File: src/rtl/muldiv_unit_pkg.sv
// Shared op codes, FSM states and the operand-magnitude helper for the MIPS HI/LO multiply/divide unit.
package muldiv_unit_pkg;

   typedef enum logic [2:0] {
      MD_op_mult  = 3'd0,
      MD_op_multu = 3'd1,
      MD_op_div   = 3'd2,
      MD_op_divu  = 3'd3,
      MD_op_mthi  = 3'd4,
      MD_op_mtlo  = 3'd5,
      MD_op_madd  = 3'd6,
      MD_op_msub  = 3'd7
   } md_op_e;

   // MADDU shares the MADD code; signedness of 6/7 comes from decode.
   localparam logic [2:0] MD_op_maddu = 3'd6;

   typedef enum logic [1:0] {
      MD_st_idle  = 2'd0,
      MD_st_calc  = 2'd1,
      MD_st_fixup = 2'd2
   } md_st_e;

   function automatic logic [31:0] md_mag(input logic [31:0] v, input logic sgn);
      return (sgn && v[31]) ? (32'd0 - v) : v;
   endfunction

endpackage

File: src/rtl/muldiv_step.sv
// One iteration of the shared datapath: shift-add multiply step or restoring divide step.
module muldiv_step import muldiv_unit_pkg::*; #(
   parameter int XLEN = 32
) (
   input  logic            is_div_i,
   input  logic [XLEN-1:0] a_i,
   input  logic [XLEN-1:0] b_i,
   input  logic [XLEN-1:0] m_i,
   output logic [XLEN-1:0] a_o,
   output logic [XLEN-1:0] b_o
);

   logic [XLEN:0] sum_s;
   logic [XLEN:0] shifted_s;
   logic [XLEN:0] trial_s;
   logic          ge_s;

   // Multiply shifts {acc,multiplier} right; divide shifts {rem,quotient} left.
   always_comb begin
      sum_s     = {1'b0, a_i} + {1'b0, m_i};
      shifted_s = {a_i, b_i[XLEN-1]};
      trial_s   = shifted_s - {1'b0, m_i};
      // A set top bit of the shifted remainder already exceeds any divisor.
      ge_s      = shifted_s[XLEN] | ~trial_s[XLEN];
      a_o       = a_i;
      b_o       = b_i;
      if (is_div_i) begin
         if (ge_s) begin
            a_o = trial_s[XLEN-1:0];
            b_o = {b_i[XLEN-2:0], 1'b1};
         end else begin
            a_o = shifted_s[XLEN-1:0];
            b_o = {b_i[XLEN-2:0], 1'b0};
         end
      end else if (b_i[0]) begin
         a_o = sum_s[XLEN:1];
         b_o = {sum_s[0], b_i[XLEN-1:1]};
      end else begin
         a_o = {1'b0, a_i[XLEN-1:1]};
         b_o = {a_i[0], b_i[XLEN-1:1]};
      end
   end

endmodule

File: src/rtl/muldiv_unit.sv
// Iterative MIPS multiply/divide unit owning HI/LO; 32 CALC cycles plus one FIXUP cycle.
// Define MULDIV_MADD_EN to add MADD/MADDU/MSUB accumulation into {hi,lo}.
module muldiv_unit import muldiv_unit_pkg::*; #(
   parameter int XLEN  = 32,
   parameter int CNT_W = 6
`ifdef MULDIV_MADD_EN
   , parameter bit MADD_SIGNED = 1'b1
`endif
) (
   input  logic            clk,
   input  logic            rst_n,
   input  logic            start,
   input  logic [2:0]      MDOp,
   input  logic [XLEN-1:0] dInA,
   input  logic [XLEN-1:0] dInB,
   input  logic            abort,
   output logic            busy,
   output logic            done,
   output logic [XLEN-1:0] hi,
   output logic [XLEN-1:0] lo
);

   md_st_e            st_q;
   md_op_e            op_q;
   logic [CNT_W-1:0]  cnt_q;
   logic [XLEN-1:0]   a_q, b_q, m_q, hi_q, lo_q;
   logic              neg_res_q, neg_rem_q, dz_q, busy_q, done_q;
   logic [XLEN-1:0]   a_nxt_s, b_nxt_s, hi_d, lo_d;
   logic              is_mul_s, is_div_s, is_sgn_s;
   logic [2*XLEN-1:0] prod_s;

   muldiv_step #(.XLEN(XLEN)) u_step (
      .is_div_i (op_q == MD_op_div || op_q == MD_op_divu),
      .a_i      (a_q),
      .b_i      (b_q),
      .m_i      (m_q),
      .a_o      (a_nxt_s),
      .b_o      (b_nxt_s)
   );

   // Decode the incoming op into class and signedness.
   always_comb begin
      is_mul_s = (MDOp == MD_op_mult) || (MDOp == MD_op_multu);
      is_div_s = (MDOp == MD_op_div) || (MDOp == MD_op_divu);
      is_sgn_s = (MDOp == MD_op_mult) || (MDOp == MD_op_div);
`ifdef MULDIV_MADD_EN
      if ((MDOp == MD_op_madd) || (MDOp == MD_op_msub)) begin
         is_mul_s = 1'b1;
         is_sgn_s = MADD_SIGNED;
      end else begin
         is_mul_s = is_mul_s;
      end
`endif
   end

   // Sign-correct the raw result and pick what FIXUP writes into HI/LO.
   always_comb begin
      prod_s = neg_res_q ? ((2*XLEN)'(0) - {a_q, b_q}) : {a_q, b_q};
      hi_d   = hi_q;
      lo_d   = lo_q;
      case (op_q)
         MD_op_mult, MD_op_multu: {hi_d, lo_d} = prod_s;
         MD_op_div, MD_op_divu: begin
            hi_d = neg_rem_q ? (XLEN'(0) - a_q) : a_q;
            lo_d = dz_q ? '1 : (neg_res_q ? (XLEN'(0) - b_q) : b_q);
         end
`ifdef MULDIV_MADD_EN
         MD_op_madd: {hi_d, lo_d} = {hi_q, lo_q} + prod_s;
         MD_op_msub: {hi_d, lo_d} = {hi_q, lo_q} - prod_s;
`endif
         default: begin
            hi_d = hi_q;
            lo_d = lo_q;
         end
      endcase
   end

   // Control FSM with registered status and HI/LO.
   always_ff @(posedge clk or negedge rst_n) begin
      if (!rst_n) begin
         st_q      <= MD_st_idle;
         op_q      <= MD_op_mult;
         cnt_q     <= '0;
         a_q       <= '0;
         b_q       <= '0;
         m_q       <= '0;
         neg_res_q <= 1'b0;
         neg_rem_q <= 1'b0;
         dz_q      <= 1'b0;
         busy_q    <= 1'b0;
         done_q    <= 1'b0;
         hi_q      <= '0;
         lo_q      <= '0;
      end else if (abort) begin
         st_q   <= MD_st_idle;
         busy_q <= 1'b0;
         done_q <= 1'b0;
      end else begin
         case (st_q)
            MD_st_idle: begin
               done_q <= 1'b0;
               if (start && (is_mul_s || is_div_s)) begin
                  st_q      <= MD_st_calc;
                  busy_q    <= 1'b1;
                  op_q      <= md_op_e'(MDOp);
                  cnt_q     <= CNT_W'(XLEN - 1);
                  a_q       <= '0;
                  b_q       <= is_div_s ? md_mag(dInA, is_sgn_s) : md_mag(dInB, is_sgn_s);
                  m_q       <= is_div_s ? md_mag(dInB, is_sgn_s) : md_mag(dInA, is_sgn_s);
                  neg_res_q <= is_sgn_s & (dInA[XLEN-1] ^ dInB[XLEN-1]);
                  neg_rem_q <= is_sgn_s & dInA[XLEN-1];
                  dz_q      <= is_div_s && (dInB == '0);
               end else if (start && (MDOp == MD_op_mthi)) begin
                  hi_q <= dInA;
               end else if (start && (MDOp == MD_op_mtlo)) begin
                  lo_q <= dInA;
               end
            end
            MD_st_calc: begin
               a_q   <= a_nxt_s;
               b_q   <= b_nxt_s;
               cnt_q <= cnt_q - CNT_W'(1);
               if (cnt_q == '0) st_q <= MD_st_fixup;
            end
            MD_st_fixup: begin
               hi_q   <= hi_d;
               lo_q   <= lo_d;
               done_q <= 1'b1;
               busy_q <= 1'b0;
               st_q   <= MD_st_idle;
            end
            default: begin
               st_q   <= MD_st_idle;
               busy_q <= 1'b0;
               done_q <= 1'b0;
            end
         endcase
      end
   end

   assign busy = busy_q;
   assign done = done_q;
   assign hi   = hi_q;
   assign lo   = lo_q;

endmodule

File: config.mk
export PLATFORM = sky130hd
export DESIGN_NAME = muldiv_unit
export DESIGN_NICKNAME = d
export VERILOG_FILES = /design/src/rtl/muldiv_unit_pkg.sv /design/src/rtl/muldiv_step.sv /design/src/rtl/muldiv_unit.sv
export SDC_FILE = /design/constraint.sdc
export NUM_CORES = 1
export LEC_CHECK = 0
export CAP_MARGIN = 10
export CORE_MARGIN = 3
export CORE_UTILIZATION = 55
export DETAILED_ROUTE_END_ITERATION = 6
export GPL_TIMING_DRIVEN = 0
export PLACE_DENSITY = 0.79
export SYNTH_ARGS = -nofsm -noshare
export SYNTH_HDL_FRONTEND = slang
export SYNTH_SLANG_ARGS = --single-unit
File: constraint.sdc
create_clock -name clk -period 4.3 [get_ports clk]
set_input_delay 0.645 -clock clk [delete_from_list [all_inputs] [get_ports clk]]
set_output_delay 0.645 -clock clk [all_outputs]
set_load 0.02 [all_outputs]
==> impl_results.md, run 1 <==
* Status: finished, final reports clean
* Ys flop type: dfrtp_1
* Max-cap violations at 0
* Setup crit start kind: flip-flop
* Vias in the first global route at approximately 17,000
* Cell Rows at 61
* Mapped Nets at 2,250
* Drt wl/cell at 26.0 um
* Asr flop ratio synth at 100%
* Initial antenna violation count at 0
* Final HPWL DP at 54.3 mm
* Initial Utilization at 56.4%
* Die area at 31,000 um2
* Placer Congestion at 1.06
* Routed vias at 18,200
* Worst-Margin Slew at 1.09 ns
* DRC viols at 0
* VDD IR max at 0.323 mV
* Clk_skew at 0.0178 ns
* DP Area at 17,800 um2
* Post-synthesis average cell area at about 7.5 um2
* Crit path max fanout at 18
* Number of synthesized flops with an enable pin at 0
* Core region area at ~28,000 um2
* Slowest cell on the critical path: o41ai_2
* ANT cells at 0
* GRT Util Overall at 43.2%
* Grt total ovfl at 0
* Critical path class: reg2reg
* CTS H-Tree Depth at 4
* CTS tree: done
* Cell Area, Synth at 15,900 um2
* Max-slew headroom at the worst pin at between 20 and 30%
* Largest net degree at the start of global routing at 92
* Mapped Cells at 2,107
* P&R area growth vs syn at 15.7%
* Ports at between 100 and 150
* RSZ-0062 raised after global routing: false
* Final setup fails at 0
* Register area at around 4400 um2
* Final period util at 99.1%
* Clk sink count at between 150 and 200
* Final hold viol count at 0
* Hold Path Class: in2async
* Die Y at ~180 um
* Clock transition at path regs at 0.08 ns
* Drt via density at 6.85
* DR pass1 iterations at 6
* Time the worst path needs with I/O delays and setup at 4.26 ns
* Leakage at about 7.6 nW
* DRT iter0 DRCs at 2,781
* Total power at 9.74 mW
* Crit path cell chain: clkbuf_1 -> clkinv_2 -> ha_1 -> or3b_2 -> nor4_1 -> nand2_1 -> o41ai_2 -> and3_1 -> o2bb2ai_1 -> xnor2_1 -> nor2_1 -> o31ai_1
* Worst hold slack at between 0.15 and 0.2 ns
* Area of the multi-input gates at 10,700 um2
* Crit. End Element: flip-flop
* Required @ worst endpoint at 4.66 ns
* Final WL at 69.1 mm
* Final slew viol count at 0
* Worst-Skew Late Latency at 0.46 ns
* Synth Register Bits at 175
* Num CTS Buffers at 17
* Layout cells sized above 1 at ~3.2%
* Die Span X at 176 um
* First-pass GRT wire length at around 100 mm
* Pwr/cell area at ~530 nW/um2
* Fmax at 235 MHz
* IO buf count at 135
* Fillers at 2,484
* Final net count at 2,406
* Clk root buf: clkbuf_16
* Critical Path Max Stage Delay at 0.53 ns
* Detail Route Antenna Nets at 0
* Clock Path Buffers at 2
* Synth warnings at 0
* Worst EP arrival at between 4 and 5 ns
* Design area at between 15,000 and 20,000 um2
* Register area share after synthesis at 27.6%
* Unique masters post-synth at 79
-- worst max-delay path, delay by kind of cell (launching register included) --
kind	cells	cell delay (ns)
buf+inv	2	0.75
fa+ha+maj	1	0.26
flops	1	0.43
compound gates	3	0.89
xor+xnor	1	0.15
simple gates	5	1.68
-- final timing paths --
kind / slack (ns) / startpoint / endpoint / cells past startpoint
min in group clk: 0.49 / lo[19]$_DFFE_PN0P_ / lo[19]$_DFFE_PN0P_ / 2
worst max register to register: 0.04 / b_q[0]$_DFFE_PN0P_ / hi[18]$_DFFE_PN0P_ / 12
max in group asynchronous: 3.14 / rst_n / b_q[31]$_DFFE_PN0P_ / 2
worst min-delay path: 0.20 / rst_n / hi[30]$_DFFE_PN0P_ / 1
worst min register to register: 0.49 / lo[19]$_DFFE_PN0P_ / lo[19]$_DFFE_PN0P_ / 2
worst max-delay path: 0.04 / b_q[0]$_DFFE_PN0P_ / hi[18]$_DFFE_PN0P_ / 12
-- cell usage after synthesis, types with 5 or more instances --
library cell / number / area share [%]
or4_1: 21 / 0.99
a21boi_0: 7 / 0.33
xor2_1: 71 / 3.9
nand4_1: 20 / 0.79
or3_1: 16 / 0.63
a211o_1: 5 / 0.28
o21a_1: 11 / 0.52
a211oi_1: 21 / 0.99
o41ai_1: 12 / 0.66
nor2_1: 149 / 3.5
nor3_1: 56 / 1.8
or2_2: 9 / 0.35
mux2i_1: 31 / 2.0
o21ai_0: 165 / 5.2
nand2b_1: 23 / 0.91
dfrtp_1: 175 / 28
nor4_1: 23 / 0.91
clkbuf_1: 142 / 3.4
nor3b_1: 12 / 0.57
o31ai_1: 44 / 2.1
a22o_1: 5 / 0.28
a21o_1: 37 / 1.7
and2_1: 17 / 0.67
nand2_1: 278 / 6.6
a21oi_1: 224 / 7.1
a31oi_1: 22 / 0.87
xnor2_1: 93 / 5.1
o211ai_1: 49 / 2.3
o22ai_1: 27 / 1.1
and3_1: 10 / 0.39
inv_1: 64 / 1.5
o21bai_1: 9 / 0.43
nor2b_1: 15 / 0.59
ha_1: 70 / 5.5
nand3_1: 48 / 1.5
buf_1: 18 / 0.43
a32o_1: 20 / 1.3
o221ai_1: 12 / 0.66
-- final cells by class --
cell class,count,area share [%]
multi-input cells,1703,57.9
flip-flops and latches,175,23.8
repair buffers,138,7.60
plain buffers,163,3.39
well taps,378,2.57
clock buffers,17,2.31
inverters,65,1.33
clock inverters,15,1.03
-- timing repair --
item | 4_1_cts | 5_1_grt
hold buffers | 0 | 0
setup endpoints to repair | 18 | 3
hold endpoints to repair | 0 | 0
resized for setup | 3 | 1
buffers inserted | 0 | 1
-- logic make-up after synthesis --
family	count (synthesis)	share of synthesized area (%)
flip-flops	175	27.6
AND/OR/NAND/NOR	716	21.3
XOR/XNOR	164	9.04
adder cells (fa/ha/maj)	72	5.76
AO/OA/AOI/OAI	718	28.8
buffers and inverters	229	5.48
multiplexers	33	2.09
-- layout by cell type, fill, tap and decap left out, types with 18 or more instances in the layout --
cell | synthesis | routed
nand2_1 | 278 | 278
a32o_1 | 20 | 20
clkbuf_1 | 142 | 141
dfrtp_1 | 175 | 174
a21oi_1 | 224 | 224
o211ai_1 | 49 | 49
nand4_1 | 20 | 20
xor2_1 | 71 | 71
nand3_1 | 48 | 48
o21ai_0 | 165 | 165
inv_1 | 64 | 64
nor4_1 | 23 | 23
o22ai_1 | 27 | 27
a211oi_1 | 21 | 21
clkdlybuf4s50_1 | 0 | 134
o31ai_1 | 44 | 44
nor2_1 | 149 | 149
xnor2_1 | 93 | 93
mux2i_1 | 31 | 31
ha_1 | 70 | 70
a31oi_1 | 22 | 22
or4_1 | 21 | 21
nor3_1 | 56 | 56
nand2b_1 | 23 | 23
buf_1 | 18 | 18
a21o_1 | 37 | 37
-- routing by layer --
layer | GRT usage, % | part of all wire (%)
met4 | 23.5 | 6.4
met5 | 0 | 0
met1 | 57.6 | 39
met3 | 12.1 | 13
met2 | 63.7 | 42
-- report_power, final --
part / switching (mW) / internal, mW / total [mW]
Combinational: 3.49 / 2.06 / 5.55
Sequential: 0.450 / 2.02 / 2.47
Clock: 0.826 / 0.890 / 1.72
Total: 4.77 / 4.97 / 9.74
-- per-stage QoR --
step	setup slack (ns)	util [%]	TNS (ns)	cells
2_1_floorplan	0.989	-	0	2107
3_3_place_gp	-4.68	62.9	-824.51	2620
3_5_place_dp	-0.683	63.0	-8.74	2622
4_1_cts	0.148	65.2	0	2653
5_1_grt	0.00103	65.3	0	2654
6_report	0.0396	65.3	0	2654
-- sequential cells by signal (all words and copies together), names as in the netlist --
signal and cells:
neg_res_q 1, busy 1, hi 32, a_q 32, op_q 2, neg_rem_q 1
cnt_q 6, st_q 2, b_q 32, done 1, lo 32, m_q 32
dz_q 1
(Power assumes the default switching activity.)
==> run 2: changes to the inputs <==
CORE_UTILIZATION = 44   (was 55)
GPL_TIMING_DRIVEN = default   (was 0)
PLACE_DENSITY = 0.66   (was 0.79)
SLEW_MARGIN = 20   (was default)
==> run 2 against run 1 <==
  * Combinational power down 6.7%
  * Cell count down 1.1%
  * Non-clock buffer count down 106
  * Global-route usage down 12 points
  * Critical path type unchanged
  * Final area down 0.44%
  * Power down 3.0%
==> impl_results.md, run 2 (same netlist as run 1, synthesis figures left out) <==
* Largest net degree at the start of global routing at 92 (unchanged)
* DR pass1 iterations at 6 (unchanged)
* Design area at 18,300 um2 (was 18,400 um2)
* Die Y at 196 um (was 176 um)
* Clk sink count at 175 (unchanged)
* Cell Rows at 68 (was 61)
* Ports at 137 (unchanged)
* Gates resized, CTS repair at 0 (was 3)
* Worst EP arrival at 4.22 ns (was 4.62 ns)
* Status: finished, final reports clean (unchanged)
* Leakage at 7.67 nW (was 7.60 nW)
* Critical path class: reg2reg (unchanged)
* Core region area at 35,100 um2 (was 28,200 um2)
* Worst-Margin Slew at 0.984 ns (was 1.09 ns)
* Routed vias at 16,900 (was 18,200)
* ANT cells at 0 (unchanged)
* Layout cells sized above 1 at 5.76% (was 3.16%)
* Max-slew headroom at the worst pin at 34.4% (was 27.0%)
* Drt wl/cell at 23.5 um (was 26.0 um)
* Drt via density at 6.43 (was 6.85)
* Fillers at 3,454 (was 2,484)
* DP Area at 17,700 um2 (was 17,800 um2)
* Max-cap violations at 0 (unchanged)
* Pwr/cell area at 516 nW/um2 (was 530 nW/um2)
* Crit. End Element: flip-flop (unchanged)
* Clk_skew at 0.0150 ns (was 0.0178 ns)
* Initial Utilization at 45.3% (was 56.4%)
* Setup bufs post-CTS at 0 (unchanged)
* Clk root buf: clkbuf_16 (unchanged)
* Num CTS Buffers at 17 (unchanged)
* CTS H-Tree Depth at 4 (unchanged)
* Commonest non-fill, non-tap cell in the layout: nand2_1 (unchanged)
* Die area at 38,400 um2 (was 31,000 um2)
* Final net count at 2,300 (was 2,406)
* GRT Util Overall at 31.1% (was 43.2%)
* Crit path max fanout at 24 (was 18)
* Worst-Skew Late Latency at 0.46 ns (about the same)
* Most frequent cells in the layout: nand2_1, a21oi_1, dfrtp_1, o21ai_0, nor2_1 (unchanged)
* RSZ-0062 raised after global routing: false (unchanged)
* Time the worst path needs with I/O delays and setup at 3.87 ns (was 4.26 ns)
* TNS Setup at 0 ns (unchanged)
* First-pass GRT wire length at 93.2 mm (was 102 mm)
* IO buf count at 136 (was 135)
* Initial antenna violation count at 1 (was 0)
* Setup WS pre-CTS at 0.306 ns (was -0.683 ns)
* Final hold viol count at 0 (unchanged)
* Fin worst setup slack at 0.434 ns (was 0.0396 ns)
* Setup crit start kind: flip-flop (unchanged)
* Grt total ovfl at 0 (unchanged)
* Placer Congestion at 1.01 (was 1.06)
* DRC viols at 0 (unchanged)
* Final WL at 61.7 mm (was 69.1 mm)
* Clock Path Buffers at 2 (unchanged)
* # hold bufs at CTS at 0 (unchanged)
* Area of the multi-input gates at 10,700 um2 (about the same)
* Final setup fails at 0 (unchanged)
* Final HPWL DP at 47.2 mm (was 54.3 mm)
* P&R area growth vs syn at 15.2% (was 15.7%)
* Hold Path Class: in2async (unchanged)
* Vias in the first global route at 15,500 (was 16,900)
* Final slew viol count at 0 (unchanged)
* Fmax at 259 MHz (was 235 MHz)
* DRT iter0 DRCs at 2,036 (was 2,781)
* Detail Route Antenna Nets at 0 (unchanged)
* Final period util at 89.9% (was 99.1%)
* Required @ worst endpoint at 4.65 ns (was 4.66 ns)
* Die Span X at 196 um (was 176 um)
* Worst R2R Setup Slack at 0.43 ns (was 0.04 ns)
* CTS tree: done (unchanged)
* Register area at 4380 um2 (about the same)
* Clock transition at path regs at 0.08 ns (about the same)
* VDD IR max at 0.323 mV (about the same)
* Post-Route Utilization at 52.2% (was 65.3%)
-- run 2: cell types whose count changed in the layout (fill, tap and decap cells not counted), moves of 2 or more --
cell      change
nand2b_2      +2
nor2_2        +2
nor2_1        -2
buf_2         -4
nor2b_4       +3
buf_4        +55
nor2b_1       -3
clkbuf_1    -138
buf_12        +3
nand2b_1      -2
buf_1        -18
inv_8         -3
-- run 2: critical path, cell delays in order, from the launching register on --
cell and delay [ns]:
dfrtp_1 0.55, inv_1 0.17, ha_1 0.28, fa_1 0.41
nand2b_1 0.19, a21o_1 0.20, a211o_1 0.31, a21oi_1 0.32
nor2_1 0.15, o21ba_2 0.37, buf_4 0.27, nor3b_1 0.27
a211oi_1 0.08, o31ai_1 0.19
-- run 2: metrics by stage --
step / std cells / power, mW / hold slack, ns
finish: 2625 / 9.45 / 0.216
detailed placement: 2593 / 7.70 / 0.466
floorplan: 2107 / 6.01 / 0.349
global route: 2625 / 10.0 / 0.304
global placement: 2593 / 7.62 / 0.462
CTS: 2625 / 9.34 / 0.284
-- run 2: metal layers --
metal / up-vias / routed length (um) / GRT usage, %
met2: 954 / 27000 / 47.4
met4: 0 / 2380 / 11.8
met3: 124 / 5860 / 4.62
li1: 7758 / - / -
met1: 8037 / 26500 / 44.5
met5: - / 0 / 0
-- run 2: power breakdown --
group | switching, mW | internal [mW] | leakage, nW
Combinational | 3.09 | 2.09 | 5.18
Clock | 0.765 | 0.873 | 0.283
Sequential | 0.602 | 2.02 | 2.21
Total | 4.46 | 4.99 | 7.67
-- run 2: layout make-up --
| class | count | share of cell area (%) |
|---|---|---|
| clock buffer | 20 | 2.39 |
| clock inverter | 12 | 0.813 |
| inverter | 65 | 1.33 |
| multi-input combinational | 1703 | 58.4 |
| sequential | 175 | 23.9 |
| tap | 455 | 3.11 |
| timing repair buffer | 195 | 10.1 |
-- run 2: final timing paths --
check	start	to	cells after the start
min reg2reg	hi[21]$_DFFE_PN0P_	hi[21]$_DFFE_PN0P_	2
max reg2reg	b_q[31]$_DFFE_PN0P_	a_q[23]$_DFFE_PN0P_	13
min in group clk	hi[21]$_DFFE_PN0P_	hi[21]$_DFFE_PN0P_	2
min	rst_n	hi[31]$_DFFE_PN0P_	1
max in group asynchronous	rst_n	a_q[19]$_DFFE_PN0P_	2
max	b_q[31]$_DFFE_PN0P_	a_q[23]$_DFFE_PN0P_	13
